### src/rtl/riscv_constants.sv
// Shared RISC-V pipeline constants: operand-select encodings and the hard-wired zero register.
package riscv_constants;

   typedef enum logic [1:0] {
      OP1_X   = 2'd0,
      OP1_RS1 = 2'd1,
      OP1_PC  = 2'd2,
      OP1_IMZ = 2'd3
   } OP1_SEL;

   typedef enum logic [1:0] {
      OP2_X   = 2'd0,
      OP2_RS2 = 2'd1,
      OP2_IMM = 2'd2
   } OP2_SEL;

   localparam int REG_ZERO = 0;

endpackage

### src/rtl/riscv_fwd_resolve.sv
// Per-source-register forwarding resolution: lowest-index (youngest) matching producer wins.
module riscv_fwd_resolve
   import riscv_constants::*;
#(
   parameter int WORD_LENGTH = 32,
   parameter int REG_ADDR_W  = 5,
   parameter int NUM_FWD     = 3
) (
   input  logic [REG_ADDR_W-1:0]          addr_i,
   input  logic [WORD_LENGTH-1:0]         rf_data_i,
   input  logic [NUM_FWD-1:0]             fwd_valid_i,
   input  logic [NUM_FWD-1:0]             fwd_pending_i,
   input  logic [NUM_FWD*REG_ADDR_W-1:0]  fwd_rd_i,
   input  logic [NUM_FWD*WORD_LENGTH-1:0] fwd_data_i,
   output logic [WORD_LENGTH-1:0]         value_o,
   output logic                           hazard_o
);

   always_comb begin
      value_o  = rf_data_i;
      hazard_o = 1'b0;
      // Walk oldest to youngest so the youngest match is the last assignment standing.
      for (int i = NUM_FWD - 1; i >= 0; i--) begin
         if (fwd_valid_i[i] && (fwd_rd_i[i*REG_ADDR_W +: REG_ADDR_W] == addr_i)) begin
            value_o  = fwd_data_i[i*WORD_LENGTH +: WORD_LENGTH];
            hazard_o = fwd_pending_i[i];
         end
      end
      if (addr_i == REG_ADDR_W'(REG_ZERO)) begin
         value_o  = '0;
         hazard_o = 1'b0;
      end
   end

endmodule

### src/rtl/riscv_operand_stage.sv
// Registered operand-select stage: forwards rs1/rs2, selects ALU operands and store data,
// stalls decode on load-use hazards and counts the stall cycles.
module riscv_operand_stage
   import riscv_constants::*;
#(
   parameter int WORD_LENGTH = 32,
   parameter int REG_ADDR_W  = 5,
   parameter int NUM_FWD     = 3,
   parameter int CNT_W       = 32
) (
   input  logic                           clk,
   input  logic                           rst_n,
   input  logic                           in_valid,
   output logic                           in_ready,
   input  OP1_SEL                         op1_sel,
   input  OP2_SEL                         op2_sel,
   input  logic                           rs1_use,
   input  logic                           rs2_use,
   input  logic [REG_ADDR_W-1:0]          rs1_addr,
   input  logic [REG_ADDR_W-1:0]          rs2_addr,
   input  logic [WORD_LENGTH-1:0]         rs1_data,
   input  logic [WORD_LENGTH-1:0]         rs2_data,
   input  logic [WORD_LENGTH-1:0]         pc,
   input  logic [WORD_LENGTH-1:0]         imm_z_uext,
   input  logic [WORD_LENGTH-1:0]         imm,
   input  logic [NUM_FWD-1:0]             fwd_valid,
   input  logic [NUM_FWD-1:0]             fwd_pending,
   input  logic [NUM_FWD*REG_ADDR_W-1:0]  fwd_rd,
   input  logic [NUM_FWD*WORD_LENGTH-1:0] fwd_data,
   input  logic                           flush,
   output logic                           out_valid,
   input  logic                           out_ready,
   output logic [WORD_LENGTH-1:0]         op1,
   output logic [WORD_LENGTH-1:0]         op2,
   output logic [WORD_LENGTH-1:0]         store_data,
   output logic [CNT_W-1:0]               stall_count
);

   logic [WORD_LENGTH-1:0] rs1_fwd, rs2_fwd;
   logic                   hz1, hz2, hazard, accept, stall_inc;
   logic [WORD_LENGTH-1:0] op1_d, op2_d;

   logic                   out_valid_q;
   logic [WORD_LENGTH-1:0] op1_q, op2_q, store_data_q;
   logic [CNT_W-1:0]       stall_count_q;

   riscv_fwd_resolve #(
      .WORD_LENGTH (WORD_LENGTH),
      .REG_ADDR_W  (REG_ADDR_W),
      .NUM_FWD     (NUM_FWD)
   ) u_rs1 (
      .addr_i        (rs1_addr),
      .rf_data_i     (rs1_data),
      .fwd_valid_i   (fwd_valid),
      .fwd_pending_i (fwd_pending),
      .fwd_rd_i      (fwd_rd),
      .fwd_data_i    (fwd_data),
      .value_o       (rs1_fwd),
      .hazard_o      (hz1)
   );

   riscv_fwd_resolve #(
      .WORD_LENGTH (WORD_LENGTH),
      .REG_ADDR_W  (REG_ADDR_W),
      .NUM_FWD     (NUM_FWD)
   ) u_rs2 (
      .addr_i        (rs2_addr),
      .rf_data_i     (rs2_data),
      .fwd_valid_i   (fwd_valid),
      .fwd_pending_i (fwd_pending),
      .fwd_rd_i      (fwd_rd),
      .fwd_data_i    (fwd_data),
      .value_o       (rs2_fwd),
      .hazard_o      (hz2)
   );

   assign hazard    = (rs1_use & hz1) | (rs2_use & hz2);
   assign in_ready  = rst_n & ~flush & ~hazard & (~out_valid_q | out_ready);
   assign accept    = in_valid & in_ready;
   assign stall_inc = in_valid & hazard & ~flush;

   always_comb begin
      op1_d = '0;
      case (op1_sel)
         OP1_RS1: op1_d = rs1_fwd;
         OP1_PC:  op1_d = pc;
         OP1_IMZ: op1_d = imm_z_uext;
         default: op1_d = '0;
      endcase
   end

   always_comb begin
      op2_d = '0;
      case (op2_sel)
         OP2_RS2: op2_d = rs2_fwd;
         OP2_IMM: op2_d = imm;
         default: op2_d = '0;
      endcase
   end

   // Flush outranks accept; in_ready already excludes flush, so accept cannot fire with it.
   always_ff @(posedge clk) begin
      if (!rst_n) begin
         out_valid_q   <= 1'b0;
         op1_q         <= '0;
         op2_q         <= '0;
         store_data_q  <= '0;
         stall_count_q <= '0;
      end else begin
         if (flush) begin
            out_valid_q <= 1'b0;
         end else if (accept) begin
            out_valid_q  <= 1'b1;
            op1_q        <= op1_d;
            op2_q        <= op2_d;
            store_data_q <= rs2_fwd;
         end else if (out_ready) begin
            out_valid_q <= 1'b0;
         end
         if (stall_inc && (stall_count_q != '1)) begin
            stall_count_q <= stall_count_q + CNT_W'(1);
         end
      end
   end

   assign out_valid   = out_valid_q;
   assign op1         = op1_q;
   assign op2         = op2_q;
   assign store_data  = store_data_q;
   assign stall_count = stall_count_q;

endmodule

### config.mk
export PLATFORM = sky130hd
export DESIGN_NAME = riscv_operand_stage
export DESIGN_NICKNAME = d
export VERILOG_FILES = /design/src/rtl/riscv_constants.sv /design/src/rtl/riscv_fwd_resolve.sv /design/src/rtl/riscv_operand_stage.sv
export SDC_FILE = /design/constraint.sdc
export NUM_CORES = 1
export LEC_CHECK = 0
export BUFFER_PORTS_ARGS = -buffer_cell sky130_fd_sc_hd__buf_2
export CAP_MARGIN = 0
export CORE_AREA = 2 2 165 167
export CTS_BUF_LIST = sky130_fd_sc_hd__clkbuf_4
export CTS_CLUSTER_DIAMETER = 80
export DETAILED_ROUTE_END_ITERATION = 10
export DIE_AREA = 0 0 167 169
export GPL_TIMING_DRIVEN = 0
export MAX_ROUTING_LAYER = met4
export PLACE_DENSITY_LB_ADDON = 0.12
export SYNTH_ARGS = -nofsm -noshare
export SYNTH_HDL_FRONTEND = slang
export SYNTH_SLANG_ARGS = --single-unit
### constraint.sdc
create_clock -name clk -period 7.5 [get_ports clk]
set_clock_uncertainty 0.1 [all_clocks]
set_input_delay 1.125 -clock clk [delete_from_list [all_inputs] [get_ports clk]]
set_output_delay 1.125 -clock clk [all_outputs]
set_load 0.005 [all_outputs]
==> run metrics, run 1 <==
status complete, no violations; Buf/Inv on CP 2; initial DRC count 703; Synth area leaders dfxtp_1 30%, mux2i_1 4.7%, mux2_2 4.2%; Routed WL 41690 um; die area 0.02822 mm^2; postcts setup bufs 0; wl on met1 17330 um; DP HPWL 32400 um; Peak VDD IR 0.08806 mV; syn_nets 1407; Final setup viols 0; Core ar. 0.02650 mm^2; H-Tree Depth 4; CP max-delay cell nor4_1; port bufs 424; met2 wire length 19770 um; worst setup path category in2out; pwr/cell area 143.5 mW/mm^2; CP top delay family simple AND/OR/NAND/NOR gates; critical path's most frequent cell buf_2; metal3 WL 3331 um; Syn Area/Cell 7.774 um^2; number of synthesized flops with an enable pin 0; drt first pass iters 5; top cells by count, synth 129 x dfxtp_1, 87 x nand2_1, 84 x clkbuf_1; Max Clk Rate 234.5 MHz; max_slew headroom 0.4126; Initial Utilization 0.3245; Max Transition Viols Final 0; Routability Congestion 0.9569; final worst setup slack 3236 ps; Seq cells post-synth 129; GRT Overall Usage 0.2910; cells after synthesis 1106; Post-synth ARST share 0; leakage power 5.208 nW; critical path required time 6270 ps; crit path cell chain buf_2, xor2_1, nor4_1, nand3_1, o311ai_1, a22oi_1, and2_1, buf_2; Vias 10.33k; mapped cell area 0.008598 mm^2; CP Capture Type output pin; io pins 428; RSZ-0062 raised after global routing no; initial antenna violation count 11; Rows 60; largest net degree at the start of global routing 17; TritonCTS clock tree done; final net count 1850; first-pass GRT wire length 61040 um; CP arrival 3040 ps; CTS clk-pin slew, worst paths 120 ps; area grow syn2layout 33.43%; Synth Flop Type dfxtp_1; Crit path largest cell delay 560 ps; Clock Latency Late Sink 560 ps; YS warnings 0; critical-path maximum fanout 4; max-cap violations 0; area leader, netlist dfxtp_1; clk sinks 129; post-detailed-route via-to-cell ratio 5.399; Die W 167 um; Max Root-Sink Buffers 2; Die Ht 169 um; pre-CTS setup slack 3324 ps; top-count cell post-synth dfxtp_1; share of cells above drive strength 1 0.3242; top cell type's share of synthesized area 0.3003; drt wl/cell 21.79 um; clock root buffer clkbuf_4; number of global-route vias before repair 10.04k; Critical Path Start Type primary input; DRC 0; number of buffers created by CTS 17; final hold vios 0; actual slew at the worst max-slew pin 879.3 ps; top routing layer in use met4; crit path time final 4264 ps; post-CTS sizing 0; Hold WC Path Type reg2reg; ANT nets after route 0; grt ovf 0; period utilization 0.5686; total negative setup slack 0 ps; fillcell total 2844; fin util 0.4329; hold_buf cts 0; post-synthesis sequential area ratio 0.3003; post-synth cell types 47
cell type report:
type                            instances  area, um^2  area share
Tap cell                              341       426.7     0.03719
Multi-Input combinational cell        834        5431      0.4734
Clock inverter                         13       162.7     0.01418
Antenna cell                           11       27.53    0.002399
Sequential cell                       129        2582      0.2251
Buffer                                106       445.4     0.03883
Inverter                               37       138.9     0.01211
Timing Repair Buffer                  424        2122      0.1850
Clock buffer                           18       135.1     0.01178
report_power, final:
part,switching (mW),internal (mW),leakage [nW],total [mW]
clock network,0.314,0.234,0.156,0.548
registers,0.00895,0.704,1.05,0.713
logic,0.213,0.173,4.01,0.386
sequential cells by signal (all words and copies together) (netlist names):
signal,flops
op1,32
op2,32
stall_count,32
store_data,32
out_valid,1
final timing paths:
path	startpoint	endpoint	slack [ps]	cells after the start
setup / recovery	rs1_addr[3]	in_ready	3240	8
setup reg to reg	stall_count[15]	stall_count[12]	4370	10
hold reg to reg	stall_count[29]	stall_count[29]	420	2
hold / removal	stall_count[29]	stall_count[29]	420	2
worst reg2reg max path: stages (launching register included):
cell and delay (ps):
dfxtp_1 450, nand4_1 230, nor3_1 500, and4_1 280
buf_2 160, and3_1 160, clkbuf_1 250, clkbuf_1 450
nor3_1 120, xor2_1 160, and2_1 170
cell usage in the layout (no fill, tap or decap), drive strengths merged, types with 3 or more instances in the layout:
master	instances
nand2	87
xor2	34
nor3	50
a2bb2oi	32
ha	3
a21oi	65
mux2i	40
or3	5
o311a	32
diode	11
nor2	73
nand4	7
clkbuf	103
nand3	16
a211oi	32
a21boi	3
nor3b	4
bufinv	3
xnor2	16
and2	55
o21ai	101
clkinv	6
inv	39
o31a	32
mux2	32
a221oi	32
and3	15
or4	3
nor4	5
buf	445
nor2b	36
dfxtp	129
nand2b	9
cell families after synthesis:
| family | synth area share |
|---|---|
| flops | 0.3003 |
| compound gates | 0.2718 |
| buf+inv | 0.06795 |
| xor+xnor | 0.05181 |
| simple gates | 0.2152 |
| fa+ha+maj | 0.004366 |
| mux | 0.08848 |
stage by stage:
step                hold slack, ps  power, mW  instances  area (um^2)
floorplan                    370.4     0.9168       1106         8598
global placement             370.3      1.108       1871        11150
detailed placement           379.1      1.109       1871        11150
CTS                          419.2      1.652       1902        11440
global route                 440.0      1.712       1913        11470
finish                       418.7      1.646       1913        11470
routing by layer:
| metal | GRT usage | vias to the layer above |
|---|---|---|
| met1 | 0.3556 | 4876 |
| met3 | 0.07155 | 68 |
| met5 | - | - |
| met2 | 0.4702 | 483 |
| met4 | 0.09895 | 0 |
| li1 | - | 4902 |
Note: power is estimated with default switching activity, not from simulation.
==> inputs of run 2 (changes only) <==
- ABC_AREA: unset -> 1
- CORE_AREA: 2 2 165 167 -> 2 2 164 166
- DIE_AREA: 0 0 167 169 -> 0 0 166 168
- clock period: 7.5 -> 3.8 ns (I/O delays scaled with it)
==> run metrics, run 2 <==
total negative setup slack 0 ps; Max Clk Rate 374.1 MHz; DP HPWL 40780 um; CTS clk-pin slew, worst paths 160 ps; cells after synthesis 1777; grt ovf 0; worst setup path category in2out; Die W 166 um; Vias 13.50k; Synth Flop Type dfxtp_1; H-Tree Depth 4; reg2reg end stall_count[23]; post-synth cell types 36; DP Area 0.01275 mm^2; Register Area 0.002582 mm^2; period utilization 0.7034; Syn Area/Cell 5.734 um^2; YS warnings 0; Hold WC Path Type in2reg; die area 0.02789 mm^2; RSZ-0062 raised after global routing no; post-synthesis simple-gate area fraction 0.4465; post-CTS sizing 0; post-synthesis sequential area ratio 0.2534; Peak VDD IR 0.1982 mV; post-synthesis compound-gate area fraction 0.1467; largest net degree at the start of global routing 17; mapped cell area 0.01019 mm^2; pre-CTS setup slack 954.9 ps; leakage power 6.760 nW; pwr/cell area 252.5 mW/mm^2; final net count 2523; met1 global-route usage 0.4122; drt first pass iters 5; Rows 60; first-pass GRT wire length 73860 um; critical path required time 3130 ps; Reg2Reg Depth 10; Initial Utilization 0.3867; ANT nets after route 0; largest family of logic cells by synthesized area simple AND/OR/NAND/NOR gates; max_slew headroom 0.3841; Final setup viols 0; post-synthesis xor/xnor area fraction 0.01805; number of global-route vias before repair 13.12k; syn_nets 2078; register-to-register setup slack 1230 ps; drt wl/cell 19.10 um; status complete, no violations; GRT Overall Usage 0.3541; Core ar. 0.02635 mm^2; Multi-input gate area 0.006266 mm^2; post-synthesis adder-cell area fraction 0.003684; clock root buffer clkbuf_4; initial antenna violation count 9; mux cell area share after synthesis 0; met2 Track Usage GR 0.6082; critical-path maximum fanout 8; power consumption 3.295 mW; Critical Path Start Type primary input; share of cells above drive strength 1 0.2577; fillcell total 2992; Synth area leaders dfxtp_1 25%, nand2_1 19%, nor2_1 12%; actual slew at the worst max-slew pin 923.8 ps; Die Ht 168 um; clk sinks 129; Post-synth ARST share 0; crit path cell chain buf_2, inv_2, nand2_1, a21oi_1, nand2_1, nor2_4, a21oi_1, nand2_2, nand3_4, inv_2, buf_2; port bufs 426; area leader, netlist dfxtp_1; top cells by count, synth 509 x nand2_1, 313 x nor2_1, 195 x inv_1; hold_buf cts 0; met3 GRT Util 0.06394; CP max-delay cell nor2_4; crit path time final 2673 ps; Seq cells post-synth 129; final hold vios 0; FF-to-FF Start stall_count[0]; Crit path largest cell delay 270 ps; number of buffers created by CTS 17; most frequent cells in the layout 509 x nand2_1, 447 x buf_2, 313 x nor2_1, 195 x inv_1, 142 x nand3_1; Max Root-Sink Buffers 2; Clock Latency Late Sink 580 ps; io pins 428; Routability Congestion 0.9952; area grow syn2layout 28.07%; final worst setup slack 1127 ps; final instance area 0.01305 mm^2; number of synthesized flops with an enable pin 0; Hold Crit Depth 5; CP Capture Type output pin; top cell type's share of synthesized area 0.2534; max-cap violations 0; top-count cell post-synth nand2_1; hold worst-path end op2[18]; Hold Crit Start imm[18]; initial DRC count 1037; postcts setup bufs 0; TritonCTS clock tree done; CP arrival 2000 ps; Max Transition Viols Final 0; most common library cell in the layout ignoring fill and taps nand2_1; post-detailed-route via-to-cell ratio 5.221; Routed WL 49400 um; GR peak layer met2; DRC 0
[run 2: cell count changes in the layout (fill, tap and decap cells not counted), moves of 35 or more]
cell | before | now
a21oi_1 | 65 | 123
and2_1 | 55 | 0
inv_1 | 37 | 195
mux2i_1 | 40 | 0
nand2_1 | 87 | 509
nand3_1 | 16 | 142
nand3_2 | 0 | 35
nor2_1 | 73 | 313
nor2b_1 | 36 | 0
[run 2: cell type report]
type	instances	area share
multi-input cells	1341	0.4802
flip-flops and latches	129	0.1979
repair buffers	426	0.1634
inverters	201	0.05781
plain buffers	106	0.04497
well taps	341	0.03269
clock inverters	15	0.01141
clock buffers	17	0.009779
diodes	10	0.001918
[run 2: metrics by stage]
stage,util,hold slack (ps),cells
after global routing,0.4952,218.2,2585
final,0.4953,230.9,2586
after floorplan,-,356.4,1777
after detailed placement,0.4838,351.9,2544
after CTS,0.4943,216.7,2576
after global placement,0.4838,348.6,2544
[run 2: per-layer routing]
layer	routed length, um	vias to the layer above
li1	-	6547
met1	20010	6257
met2	23640	578
met3	3521	119
met4	2229	0
met5	0	-
[run 2: cells by family (layout without fill, tap and decap cells)]
| group | Yosys count | in the layout |
|---|---|---|
| xor+xnor | 21 | 21 |
| flops | 129 | 129 |
| compound gates | 258 | 258 |
| fa+ha+maj | 3 | 3 |
| buf+inv | 307 | 765 |
| simple gates | 1059 | 1059 |
| other cells | 0 | 10 |
[run 2: how the worst max path moves through the flow]
stage	end	slack [ps]	start
2_1_floorplan	op1[10]	1670	rs2_addr[3]
3_3_place_gp	op1[19]	980	rs1_addr[3]
3_5_place_dp	store_data[20]	950	rs2_addr[3]
4_1_cts	in_ready	1150	rs2_addr[3]
5_1_grt	stall_count[26]	980	stall_count[27]
6_report	in_ready	1130	rs2_addr[3]
[run 2: critical path: cells and delay by family]
family,cells,cell delay [ps]
buffers and inverters,4,440
and+or+nand+nor,5,690
AOI/OAI and AO/OA,2,290
[run 2: where the power goes]
group | total (mW) | internal, mW | switching [mW] | leakage, nW
clock network | 1.02 | 0.344 | 0.673 | 0.146
registers | 1.42 | 1.39 | 0.0245 | 1.05
logic | 0.860 | 0.321 | 0.540 | 5.57
total | 3.30 | 2.06 | 1.24 | 6.76
==> inputs of run 3 (changes only) <==
- clock period: 3.8 -> 2.5 ns (I/O delays scaled with it)
==> run metrics, run 3 (same netlist as run 2, synthesis figures left out) <==
status complete, no violations; Comb pwr share 0.261; final hold vios 0; critical-path maximum fanout 10; most common library cell in the layout ignoring fill and taps nand2_1; worst hold slack 39.92 ps; reg2reg end stall_count[23]; Critical Path Start Type flop; Pint 3.129 mW; Clk pwr share 0.309; port bufs 426; pwr/cell area 383.0 mW/mm^2; leakage power 6.759 nW; CP Capture Type flop; Hold Crit Start imm[18]; io pins 428; crit path time final 2318 ps; TritonCTS clock tree done; CTS clk-pin slew, worst paths 160 ps; critical path required time 2880 ps; most frequent cells in the layout 509 x nand2_1, 447 x buf_2, 311 x nor2_1, 194 x inv_1, 142 x nand3_1; Max Transition Viols Final 0; initial DRC count 1033; die area 0.02789 mm^2; Die W 166 um; max-cap violations 0; number of global-route vias before repair 13.12k; ANT nets after route 0; Die Ht 168 um; DP HPWL 40780 um; Clock Latency Late Sink 580 ps; number of buffers created by CTS 17; Initial Utilization 0.3867; Rows 60; Max Clk Rate 431.4 MHz; largest net degree at the start of global routing 17; actual slew at the worst max-slew pin 940.1 ps; pre-CTS setup slack -150.1 ps; Routability Congestion 0.9952; Flop pwr share 0.430; DRC 0; final worst setup slack 181.8 ps; hold_buf cts 0; Layout Cells excl Fill 2587; initial antenna violation count 9; Reg2Reg Depth 10; share of cells above drive strength 1 0.2621; post-detailed-route via-to-cell ratio 5.217; RSZ-0062 raised after global routing no; Routed WL 49460 um; grt ovf 0; hold worst-path end op2[18]; fillcell total 2987; Core ar. 0.02635 mm^2; CP arrival 2700 ps; register-to-register setup slack 180 ps; worst setup path category reg2reg; switching power 1.886 mW; Hold WC Path Type in2reg; clk sinks 129; drt first pass iters 6; final net count 2524; area grow syn2layout 28.52%; first-pass GRT wire length 73850 um; max_slew headroom 0.3733; Peak VDD IR 0.2978 mV; GRT Overall Usage 0.3541; drt wl/cell 19.12 um; sw frac 0.3761; Inst Count DP 2544; FF-to-FF Start stall_count[0]; clock root buffer clkbuf_4; Max Root-Sink Buffers 2; H-Tree Depth 4; Final setup viols 0; period utilization 0.9273; Hold Crit Depth 5; Vias 13.50k
## run 3: changes by cell type in the layout (fill, tap and decap cells not counted), sizes merged
cell  before  now
buf      482  483
## run 3: power groups by stage
stage	sequential, mW	combinational [mW]	clock [mW]
floorplan	2.20	0.667	0
global placement	2.20	1.28	0
detailed placement	2.20	1.29	0
CTS	2.15	1.30	1.55
global route	2.16	1.44	1.63
finish	2.16	1.31	1.55
## run 3: what timing repair did
action / in CTS / in global routing
setup endpoints to repair: 9 / 29
pin swaps: 1 / 2
buffers inserted: 1 / 0
gates resized for setup: 0 / 10
## run 3: how the worst max path moves through the flow
| stage | start | endpoint | slack (ps) | cells after the start |
|---|---|---|---|---|
| after floorplan | stall_count[0] | stall_count[17] | 530 | 10 |
| after global placement | rs1_addr[3] | op1[19] | -130 | 13 |
| after detailed placement | rs2_addr[3] | store_data[20] | -150 | 14 |
| after CTS | stall_count[0] | stall_count[17] | 20 | 10 |
| after global routing | stall_count[0] | stall_count[27] | 9 | 8 |
| final | stall_count[0] | stall_count[23] | 180 | 10 |
## run 3: stage by stage
step           total power [mW]    util  cell area (um^2)  TNS, ps
6_report                  5.016  0.4970             13100        0
5_1_grt                   5.228  0.4969             13090        0
3_3_place_gp              3.483  0.4838             12750    -3187
2_1_floorplan             2.864       -             10190        0
3_5_place_dp              3.487  0.4838             12750    -3896
4_1_cts                   5.004  0.4946             13030        0
## run 3: area by class of cell
| class | instances | area (um^2) | share of cell area |
|---|---|---|---|
| inverter | 201 | 754.5 | 0.05761 |
| buffer | 106 | 586.8 | 0.04481 |
| antenna | 10 | 25.02 | 0.001911 |
| sequential | 129 | 2585 | 0.1974 |
| clock buffer | 17 | 127.6 | 0.009745 |
| multi-input combinational | 1341 | 6302 | 0.4812 |
| clock inverter | 15 | 148.9 | 0.01137 |
| tap | 341 | 426.7 | 0.03258 |
| timing repair buffer | 427 | 2140 | 0.1634 |
## run 3: layer usage
| layer | track usage | up-vias | share of wire |
|---|---|---|---|
| li1 | - | 6541 | - |
| met1 | 0.4134 | 6246 | 0.41 |
| met2 | 0.6087 | 588 | 0.48 |
| met3 | 0.06276 | 122 | 0.069 |
| met4 | 0.1346 | 0 | 0.041 |
| met5 | - | - | 0 |
## run 3: critical path, cell delays in order (launching register included)
cell     delay (ps)
dfxtp_2         420
ha_1            220
nand2_1         120
nor2_2          170
nand2_1         140
nor2_1          200
nand4_1         250
nand4_4         180
buf_4           180
nand2_1          60
a21oi_1         160
